$ cat config.mk
export PLATFORM = sky130hd
export DESIGN_NAME = tone_decoder
export DESIGN_NICKNAME = d
export VERILOG_FILES = /design/src/rtl/tone_decoder.sv
export SDC_FILE = /design/constraint.sdc
export NUM_CORES = 1
export LEC_CHECK = 0
export ABC_CLOCK_PERIOD_IN_PS = 9750
export CORE_ASPECT_RATIO = 0.75
export CORE_MARGIN = 1.5
export CORE_UTILIZATION = 37
export DETAILED_ROUTE_END_ITERATION = 16
export REMOVE_ABC_BUFFERS = 1
export SYNTH_ARGS = -nofsm -noshare
export SYNTH_HDL_FRONTEND = slang
export SYNTH_SLANG_ARGS = --single-unit
$ cat constraint.sdc
create_clock -name clk_100M -period 9.75 [get_ports clk_100M]
set_input_delay 1.4625 -clock clk_100M [delete_from_list [all_inputs] [get_ports clk_100M]]
set_output_delay 1.4625 -clock clk_100M [all_outputs]
set_load 0.05 [all_outputs]
$ cat src/rtl/tone_decoder.sv
// Tone decoder: measures the half-period of a toggling square wave and maps it
// back to the (octave, note) code of the speaker tone generator.
module tone_decoder #(
    parameter int unsigned TOL_SHIFT    = 6,
    parameter int unsigned STABLE_COUNT = 4,
    parameter int unsigned TIMEOUT      = 3200000,
    parameter int unsigned MIN_PERIOD   = 64,
    // Extra right shift on every table entry; 0 for real generator tones.
    parameter int unsigned TABLE_SHIFT  = 0
) (
    input  logic       clk_100M,
    input  logic       rst,
    input  logic       ain,
    output logic [2:0] octave,
    output logic [2:0] note,
    output logic       valid,
    output logic       note_chg
);
    localparam int SW = $clog2(STABLE_COUNT + 1);

    typedef enum logic [1:0] {IDLE, SEARCH, EVAL} state_t;

    state_t        state;
    logic [2:0]    sync;
    logic [31:0]   cnt;
    logic [31:0]   period_reg;
    logic          armed;
    logic [2:0]    idx_oct;
    logic [2:0]    idx_note;
    logic [5:0]    result;
    logic [5:0]    cand;
    logic [SW-1:0] stable;

    logic          ain_edge;
    logic          timeout;
    logic          hit;
    logic          last_idx;
    logic          do_update;
    logic [31:0]   base;
    logic [31:0]   target;
    logic [31:0]   diff;

    assign ain_edge  = sync[2] ^ sync[1];
    // An edge in the same cycle always beats the timeout.
    assign timeout   = !ain_edge && (cnt == TIMEOUT);
    assign last_idx  = (idx_oct == 3'd7) && (idx_note == 3'd7);
    assign do_update = (stable == SW'(STABLE_COUNT)) &&
                       (!valid || (cand != {octave, note})) && !timeout;

    always_comb begin
        case (idx_note)
            3'd1:    base = 32'd1528902;
            3'd2:    base = 32'd1362097;
            3'd3:    base = 32'd1213491;
            3'd4:    base = 32'd1145383;
            3'd5:    base = 32'd1020420;
            3'd6:    base = 32'd909091;
            3'd7:    base = 32'd809908;
            default: base = 32'd0;
        endcase
    end

    assign target = base >> (32'(idx_oct) + TABLE_SHIFT);
    assign diff   = (period_reg >= target) ? (period_reg - target) : (target - period_reg);
    assign hit    = (period_reg >= MIN_PERIOD) && (diff <= (target >> TOL_SHIFT));

    always_ff @(posedge clk_100M or posedge rst) begin
        if (rst) begin
            state      <= IDLE;
            sync       <= 3'd0;
            cnt        <= 32'd0;
            period_reg <= 32'd0;
            armed      <= 1'b0;
            idx_oct    <= 3'd0;
            idx_note   <= 3'd0;
            result     <= 6'd0;
            cand       <= 6'd0;
            stable     <= '0;
            octave     <= 3'd0;
            note       <= 3'd0;
            valid      <= 1'b0;
            note_chg   <= 1'b0;
        end else begin
            note_chg <= 1'b0;
            sync     <= {sync[1:0], ain};

            if (ain_edge) begin
                period_reg <= cnt;
                cnt        <= 32'd1;
            end else if (cnt < TIMEOUT) begin
                cnt <= cnt + 32'd1;
            end

            case (state)
                IDLE: state <= IDLE;
                SEARCH: begin
                    if (hit || last_idx) begin
                        result <= hit ? {idx_oct, idx_note} : 6'd0;
                        state  <= EVAL;
                    end else if (idx_note == 3'd7) begin
                        idx_oct  <= idx_oct + 3'd1;
                        idx_note <= 3'd1;
                    end else begin
                        idx_note <= idx_note + 3'd1;
                    end
                end
                EVAL: begin
                    if (result == 6'd0) begin
                        stable <= '0;
                        cand   <= 6'd0;
                    end else if (result == cand) begin
                        if (stable < SW'(STABLE_COUNT))
                            stable <= stable + SW'(1);
                    end else begin
                        cand   <= result;
                        stable <= SW'(1);
                    end
                    state <= IDLE;
                end
                default: state <= IDLE;
            endcase

            // A new edge abandons any scan in progress and starts over.
            if (ain_edge) begin
                if (armed) begin
                    state    <= SEARCH;
                    idx_oct  <= 3'd0;
                    idx_note <= 3'd1;
                end
                armed <= 1'b1;
            end

            if (do_update) begin
                octave   <= cand[5:3];
                note     <= cand[2:0];
                valid    <= 1'b1;
                note_chg <= 1'b1;
            end

            if (timeout) begin
                armed  <= 1'b0;
                stable <= '0;
                state  <= IDLE;
                if (valid) begin
                    octave   <= 3'd0;
                    note     <= 3'd0;
                    valid    <= 1'b0;
                    note_chg <= 1'b1;
                end
            end
        end
    end
endmodule

==> impl_metrics.py, run 1 <==
metrics = {
    "status": {
        "status": "finished clean",
    },
    "clock_network": {
        "cts_root_buffer": "clkbuf_16",
        "htreeDepth": 3,
        "clockBufferDepth": 2,
        "clk_pin_slew_ns": 0.08,
        "ctsResizeCount": 0,
        "cts_setup_buffers": 0,
        "hold_buffers": 0,
        "cts_tree": "yes",
        "numCtsBuffers": 9,
        "clock_latency_ns": 0.37,
        "clock_sinks": 99,
    },
    "floorplan": {
        "die_x_um": 177,
        "placementRows": 47,
        "coreArea_mm2": 0.0222,
        "io_pins": 11,
        "die-area_mm2": 0.0236,
        "die_y_um": 133,
        "initial_utilization_pct": 37.8,
    },
    "logic_synthesis": {
        "synth-seq-cells": 99,
        "synth_area_per_cell_um2": 8.08,
        "yosysUniqueCellTypes": 75,
        "synth_edf_count": 0,
        "synth_ff_type": "dfrtp_1",
        "synth_area_mm2": 0.00839,
        "ys.warnings.count": 0,
        "ys_seq_area_share_pct": 29.5,
        "syn-instance-count": 1038,
        "synthArstFlopShare_pct": 100,
    },
    "sta": {
        "post-route-min-period_ns": 7.99,
        "setup_slack_ns": 1.76,
        "finalMaxSlewViolations": 0,
        "worst_clock_skew_ns": 0.0138,
        "finalCritPeriodShare_pct": 82.0,
        "whs_ns": 0.352,
        "setup_violations": 0,
        "hold_viol": 0,
        "worst_pin_slew_ns": 1.09,
        "tns_ns": 0,
        "rsz0062_at_grt": "false",
        "max_freq_mhz": 125,
        "slew_headroom_pct": 26.9,
    },
    "global_routing": {
        "overflow": 0,
        "grt_max_degree": 77,
        "grt_pass1_vias": 6644,
        "antenna_found_initial": 2,
        "gr-usage-all-layers_pct": 20.5,
        "grt_pass1_wl_um": 37700,
    },
    "critical_path": {
        "rr_startpoint": "idx_note[0]$_DFF_PP0_",
        "r2r_setup_slack_ns": 1.76,
        "critPathKind": "flip-flop to flip-flop",
        "r2r-end": "result[0]$_DFFE_PP0P_",
        "reg2reg_depth": 32,
        "worst_path_largest_cell_delay_ns": 0.55,
        "critPathLaunchType": "flip-flop",
        "worst_setup_path_end_kind": "flip-flop",
        "crit_top_cell": "ha_1",
        "crit_slowest_cell": "ha_1",
        "cp_max_fo": 14,
        "cp.required_ns": 10.00,
        "arrival_ns": 8.24,
    },
    "detailed_routing": {
        "routedWlPerCell_um": 17.9,
        "first_iter_violations": 779,
        "ant_nets": 0,
        "totalWireLength_um": 23400,
        "vias": 7396,
        "viasPerCell": 5.66,
        "post-route-drc-count": 0,
        "dr.pass1.iters": 6,
    },
    "placement": {
        "gp_congestion": 1.02,
        "dp.cells": 1291,
        "dp_slack_ns": 1.86,
        "port_buffers": 10,
        "dp_hpwl_um": 18400,
    },
    "pwr": {
        "power_density_mw_per_mm2": 279,
        "vdd_drop_max_v": 0.000111,
        "leakage_nw": 4.10,
    },
    "finish": {
        "drive_gt1_share_pct": 6.12,
        "area_delta_synth_final_pct": 6.73,
        "stdcell_count": 1307,
        "nNetsFinal": 1083,
        "fillers": 2234,
        "antenna_cells": 0,
    },
    "worst_hold_path": {
        "hold_depth": 0,
        "min_to": "sync[1]$_DFF_PP0_",
        "hp-start": "sync[0]$_DFF_PP0_",
        "hold_path.class": "flip-flop to flip-flop",
    },
    "job": {
        "maxCapViolCount": 0,
    },
}
-- worst max-delay path, delay by kind of cell (launching register included) --
family	cells	cell delay (ns)
and+or+nand+nor	13	3.21
AOI/OAI and AO/OA	13	2.37
DFF	1	0.45
adders and majority gates	4	1.51
xor gates and xnor gates	1	0.16
muxes	1	0.18
-- metal layers --
| metal | vias to the layer above | global-route usage [%] | share of wire [%] |
|---|---|---|---|
| met5 | - | 0 | 0.038 |
| met4 | 2 | 4.10 | 0.88 |
| met3 | 15 | 4.59 | 10 |
| met2 | 302 | 24.4 | 35 |
| met1 | 3488 | 35.3 | 54 |
| li1 | 3589 | - | - |
-- layout by cell type (no fill, tap or decap), drive strengths merged, types with 14 or more instances in the layout --
master / n
nor2: 93
nand2: 126
nand4: 23
o21ai: 86
inv: 63
and2: 19
mux2: 15
xor2: 30
nor4: 14
nand2b: 17
a21oi: 83
nand3: 25
nor3: 19
xnor2: 26
mux2i: 29
ha: 70
dfrtp: 99
-- worst max-delay path by stage --
stage,startpoint,endpoint,slack (ns)
3_5_place_dp,idx_note[0]$_DFF_PP0_,result[5]$_DFFE_PP0P_,1.86
6_report,idx_note[0]$_DFF_PP0_,result[0]$_DFFE_PP0P_,1.76
2_1_floorplan,idx_note[0]$_DFF_PP0_,result[3]$_DFFE_PP0P_,3.02
5_1_grt,idx_note[0]$_DFF_PP0_,result[1]$_DFFE_PP0P_,1.19
3_3_place_gp,idx_note[0]$_DFF_PP0_,result[2]$_DFFE_PP0P_,1.97
4_1_cts,idx_note[0]$_DFF_PP0_,result[2]$_DFFE_PP0P_,1.82
-- synth_stat cells (all sizes together) (4+ instances only) --
library cell | count | area, um^2
a211oi | 10 | 80.1
a21o | 11 | 82.6
a21oi | 83 | 419
a22o | 7 | 61.3
a31oi | 4 | 25.0
and2 | 19 | 119
and3 | 6 | 37.5
and4 | 5 | 43.8
buf | 23 | 133
clkbuf | 31 | 116
dfrtp | 99 | 2480
ha | 70 | 876
inv | 59 | 221
mux2 | 15 | 169
mux2i | 29 | 290
nand2 | 126 | 473
nand2b | 17 | 114
nand3 | 25 | 125
nand3b | 4 | 30.0
nand4 | 23 | 159
nor2 | 93 | 352
nor2b | 10 | 62.6
nor3 | 19 | 100
nor4 | 14 | 103
o211ai | 9 | 72.6
o21a | 10 | 75.1
o21ai | 86 | 430
o31ai | 6 | 45.0
or2 | 9 | 56.3
or3 | 11 | 78.8
xnor2 | 26 | 228
xor2 | 30 | 263
-- layout make-up --
class                      count  area (um^2)  share of cell area [%]
clock buffer                   9          225                    2.52
clock inverter                 7         68.8                   0.769
inverter                      61          231                    2.59
multi-input combinational    824         5460                    61.0
sequential                    99         2480                    27.7
tap                          294          368                    4.11
timing repair buffer          13          123                    1.37
-- kinds of logic after synthesis --
logic type | Yosys count | synth area share [%]
flip-flops | 99 | 29.5
multiplexers | 44 | 5.47
buffers and inverters | 115 | 5.70
adder cells (fa/ha/maj) | 72 | 10.9
XOR/XNOR | 56 | 5.85
AO/OA/AOI/OAI | 261 | 19.4
AND/OR/NAND/NOR | 391 | 23.1
-- power breakdown --
group          switching (W)  total [W]  leakage [nW]  internal [W]
Clock               0.000175   0.000355         0.138      0.000180
Combinational        0.00106    0.00169          2.61      0.000634
Sequential         0.0000273   0.000449          1.35      0.000421
Total                0.00126    0.00249          4.10       0.00123
-- per-stage QoR --
step	cell area, um^2	power, W	util [%]
after global placement	8660	0.00211	39.1
final	8950	0.00249	40.4
after floorplan	8140	0.00166	-
after global routing	8950	0.00268	40.4
after detailed placement	8660	0.00208	39.1
after CTS	8950	0.00245	40.4
(Power assumes the default switching activity.)
==> inputs of run 2 (changes only) <==
--- a/config.mk
+++ b/config.mk
@@ -5,7 +5,7 @@
 export SDC_FILE = /design/constraint.sdc
 export NUM_CORES = 1
 export LEC_CHECK = 0
-export ABC_CLOCK_PERIOD_IN_PS = 9750
+export ABC_CLOCK_PERIOD_IN_PS = 8000
 export CORE_ASPECT_RATIO = 0.75
 export CORE_MARGIN = 1.5
 export CORE_UTILIZATION = 37
==> constraint.sdc (replaced) <==
create_clock -name clk_100M -period 8 [get_ports clk_100M]
set_input_delay 1.2 -clock clk_100M [delete_from_list [all_inputs] [get_ports clk_100M]]
set_output_delay 1.2 -clock clk_100M [all_outputs]
set_load 0.05 [all_outputs]
==> impl_metrics.py, run 2 (synthesis gave the netlist of run 1 again) <==
metrics = {
    "placement": {
        "dp_slack_ns": 0.499,
        "gp_congestion": 0.945,
        "port_buffers": 10,
        "dp_hpwl_um": 18700,
    },
    "floorplan": {
        "die_y_um": 133,
        "die_x_um": 177,
        "die-area_mm2": 0.0236,
        "coreArea_mm2": 0.0222,
        "initial_utilization_pct": 37.8,
        "placementRows": 47,
        "io_pins": 11,
    },
    "finish": {
        "antenna_cells": 0,
        "mostFrequentLayoutCell": "nand2_1",
        "fillers": 2179,
        "final_core_util_pct": 41.0,
        "seqCellArea_mm2": 0.00248,
        "drive_gt1_share_pct": 7.85,
        "layout_common_cells": "nand2_1 (126), dfrtp_1 (99), nor2_1 (92)",
        "nNetsFinal": 1102,
        "area_delta_synth_final_pct": 8.23,
        "multiInputGateArea_mm2": 0.00546,
    },
    "sta": {
        "worst_pin_slew_ns": 1.13,
        "finalCritPeriodShare_pct": 94.1,
        "hold_viol": 0,
        "slew_headroom_pct": 24.4,
        "setup_slack_ns": 0.474,
        "worst_clock_skew_ns": 0.0137,
        "setup_violations": 0,
        "post-route-min-period_ns": 7.53,
        "finalMaxSlewViolations": 0,
        "max_freq_mhz": 133,
        "tns_ns": 0,
        "rsz0062_at_grt": "false",
    },
    "detailed_routing": {
        "post-route-drc-count": 0,
        "vias": 7449,
        "viasPerCell": 5.62,
        "dr.pass1.iters": 6,
        "routedWlPerCell_um": 17.8,
        "totalWireLength_um": 23600,
        "first_iter_violations": 708,
        "ant_nets": 0,
    },
    "pwr": {
        "finalPower_w": 0.00308,
        "vdd_drop_max_v": 0.000143,
        "power_density_mw_per_mm2": 339,
        "leakage_nw": 4.18,
    },
    "status": {
        "status": "finished clean",
    },
    "critical_path": {
        "cp_max_fo": 20,
        "critPathKind": "flip-flop to flip-flop",
        "r2r-end": "result[4]$_DFFE_PP0P_",
        "crit_start": "idx_note[0]$_DFF_PP0_",
        "critPathLaunchType": "flip-flop",
        "worst_path_largest_cell_delay_ns": 0.47,
        "worst_setup_path_end_kind": "flip-flop",
        "reg2reg_depth": 32,
        "r2r_setup_slack_ns": 0.47,
        "crit_top_cell": "nor2_1",
        "crit_slowest_cell": "dfrtp_1",
        "arrival_ns": 7.77,
        "cp.required_ns": 8.24,
        "rr_startpoint": "idx_note[0]$_DFF_PP0_",
    },
    "worst_hold_path": {
        "hold_depth": 0,
        "min_to": "sync[1]$_DFF_PP0_",
        "hp-start": "sync[0]$_DFF_PP0_",
        "hold_path.class": "flip-flop to flip-flop",
    },
    "clock_network": {
        "clk_pin_slew_ns": 0.07,
        "clockBufferDepth": 2,
        "clock_sinks": 99,
        "ctsResizeCount": 0,
        "cts_tree": "yes",
        "htreeDepth": 3,
        "hold_buffers": 0,
        "cts_root_buffer": "clkbuf_16",
        "cts_setup_buffers": 0,
        "numCtsBuffers": 9,
        "clock_latency_ns": 0.35,
    },
    "global_routing": {
        "gr-usage-all-layers_pct": 20.8,
        "grt_pass1_wl_um": 38600,
        "grt_max_degree": 77,
        "antenna_found_initial": 0,
        "overflow": 0,
        "grt_pass1_vias": 6861,
    },
    "job": {
        "maxCapViolCount": 0,
    },
}
[run 2: final cells by class]
type | instances | share of cell area [%]
Timing Repair Buffer | 32 | 2.92
Clock inverter | 6 | 0.524
Multi-Input combinational cell | 824 | 60.1
Clock buffer | 10 | 2.52
Inverter | 61 | 2.55
Sequential cell | 99 | 27.3
Tap cell | 294 | 4.05
[run 2: how the worst max path moves through the flow]
stage                       endpoint  slack, ns  cells after the start
6_report       result[4]$_DFFE_PP0P_       0.47                     32
2_1_floorplan  result[3]$_DFFE_PP0P_       1.27                     32
3_3_place_gp   result[3]$_DFFE_PP0P_       0.73                     32
4_1_cts        result[5]$_DFFE_PP0P_       0.46                     32
5_1_grt        result[1]$_DFFE_PP0P_       0.03                     32
3_5_place_dp   result[0]$_DFFE_PP0P_       0.50                     32
[run 2: critical path: cells and delay by family, from the launching register on]
kind                     cells  cell delay (ns)
flip-flops                   1             0.47
multiplexers                 2             0.37
XOR/XNOR                     1             0.16
AND/OR/NAND/NOR             14             2.22
buffers and inverters        1             0.28
AO/OA/AOI/OAI               10             2.55
adder cells (fa/ha/maj)      4             1.35
[run 2: through the flow]
step | hold WS, ns | area, um^2 | std cells
floorplan | 0.331 | 8140 | 984
global placement | 0.334 | 8800 | 1310
detailed placement | 0.336 | 8800 | 1310
CTS | 0.352 | 9080 | 1326
global route | 0.352 | 9080 | 1326
finish | 0.352 | 9080 | 1326
[run 2: routing by layer]
layer / vias up / global-route usage, % / part of all wire, % / wire (um)
met4: 0 / 5.23 / 1.5 / 361
met1: 3513 / 35.2 / 54 / 12800
met3: 25 / 5.05 / 9.7 / 2290
met2: 277 / 24.9 / 35 / 8200
li1: 3634 / - / - / -
met5: - / 0 / 0 / 0
[run 2: power by group]
group          switching, W  internal [W]
clock              0.000201      0.000215
combinational       0.00131      0.000811
sequential        0.0000268      0.000514
total               0.00154       0.00154
==> inputs of run 3 (changes only) <==
--- a/config.mk
+++ b/config.mk
@@ -6,6 +6,7 @@
 export NUM_CORES = 1
 export LEC_CHECK = 0
 export ABC_CLOCK_PERIOD_IN_PS = 8000
+export CAP_MARGIN = 10
 export CORE_ASPECT_RATIO = 0.75
 export CORE_MARGIN = 1.5
 export CORE_UTILIZATION = 37
==> results of run 3 <==
No change in the layout: final DEF, timing and power equal those of run 2.
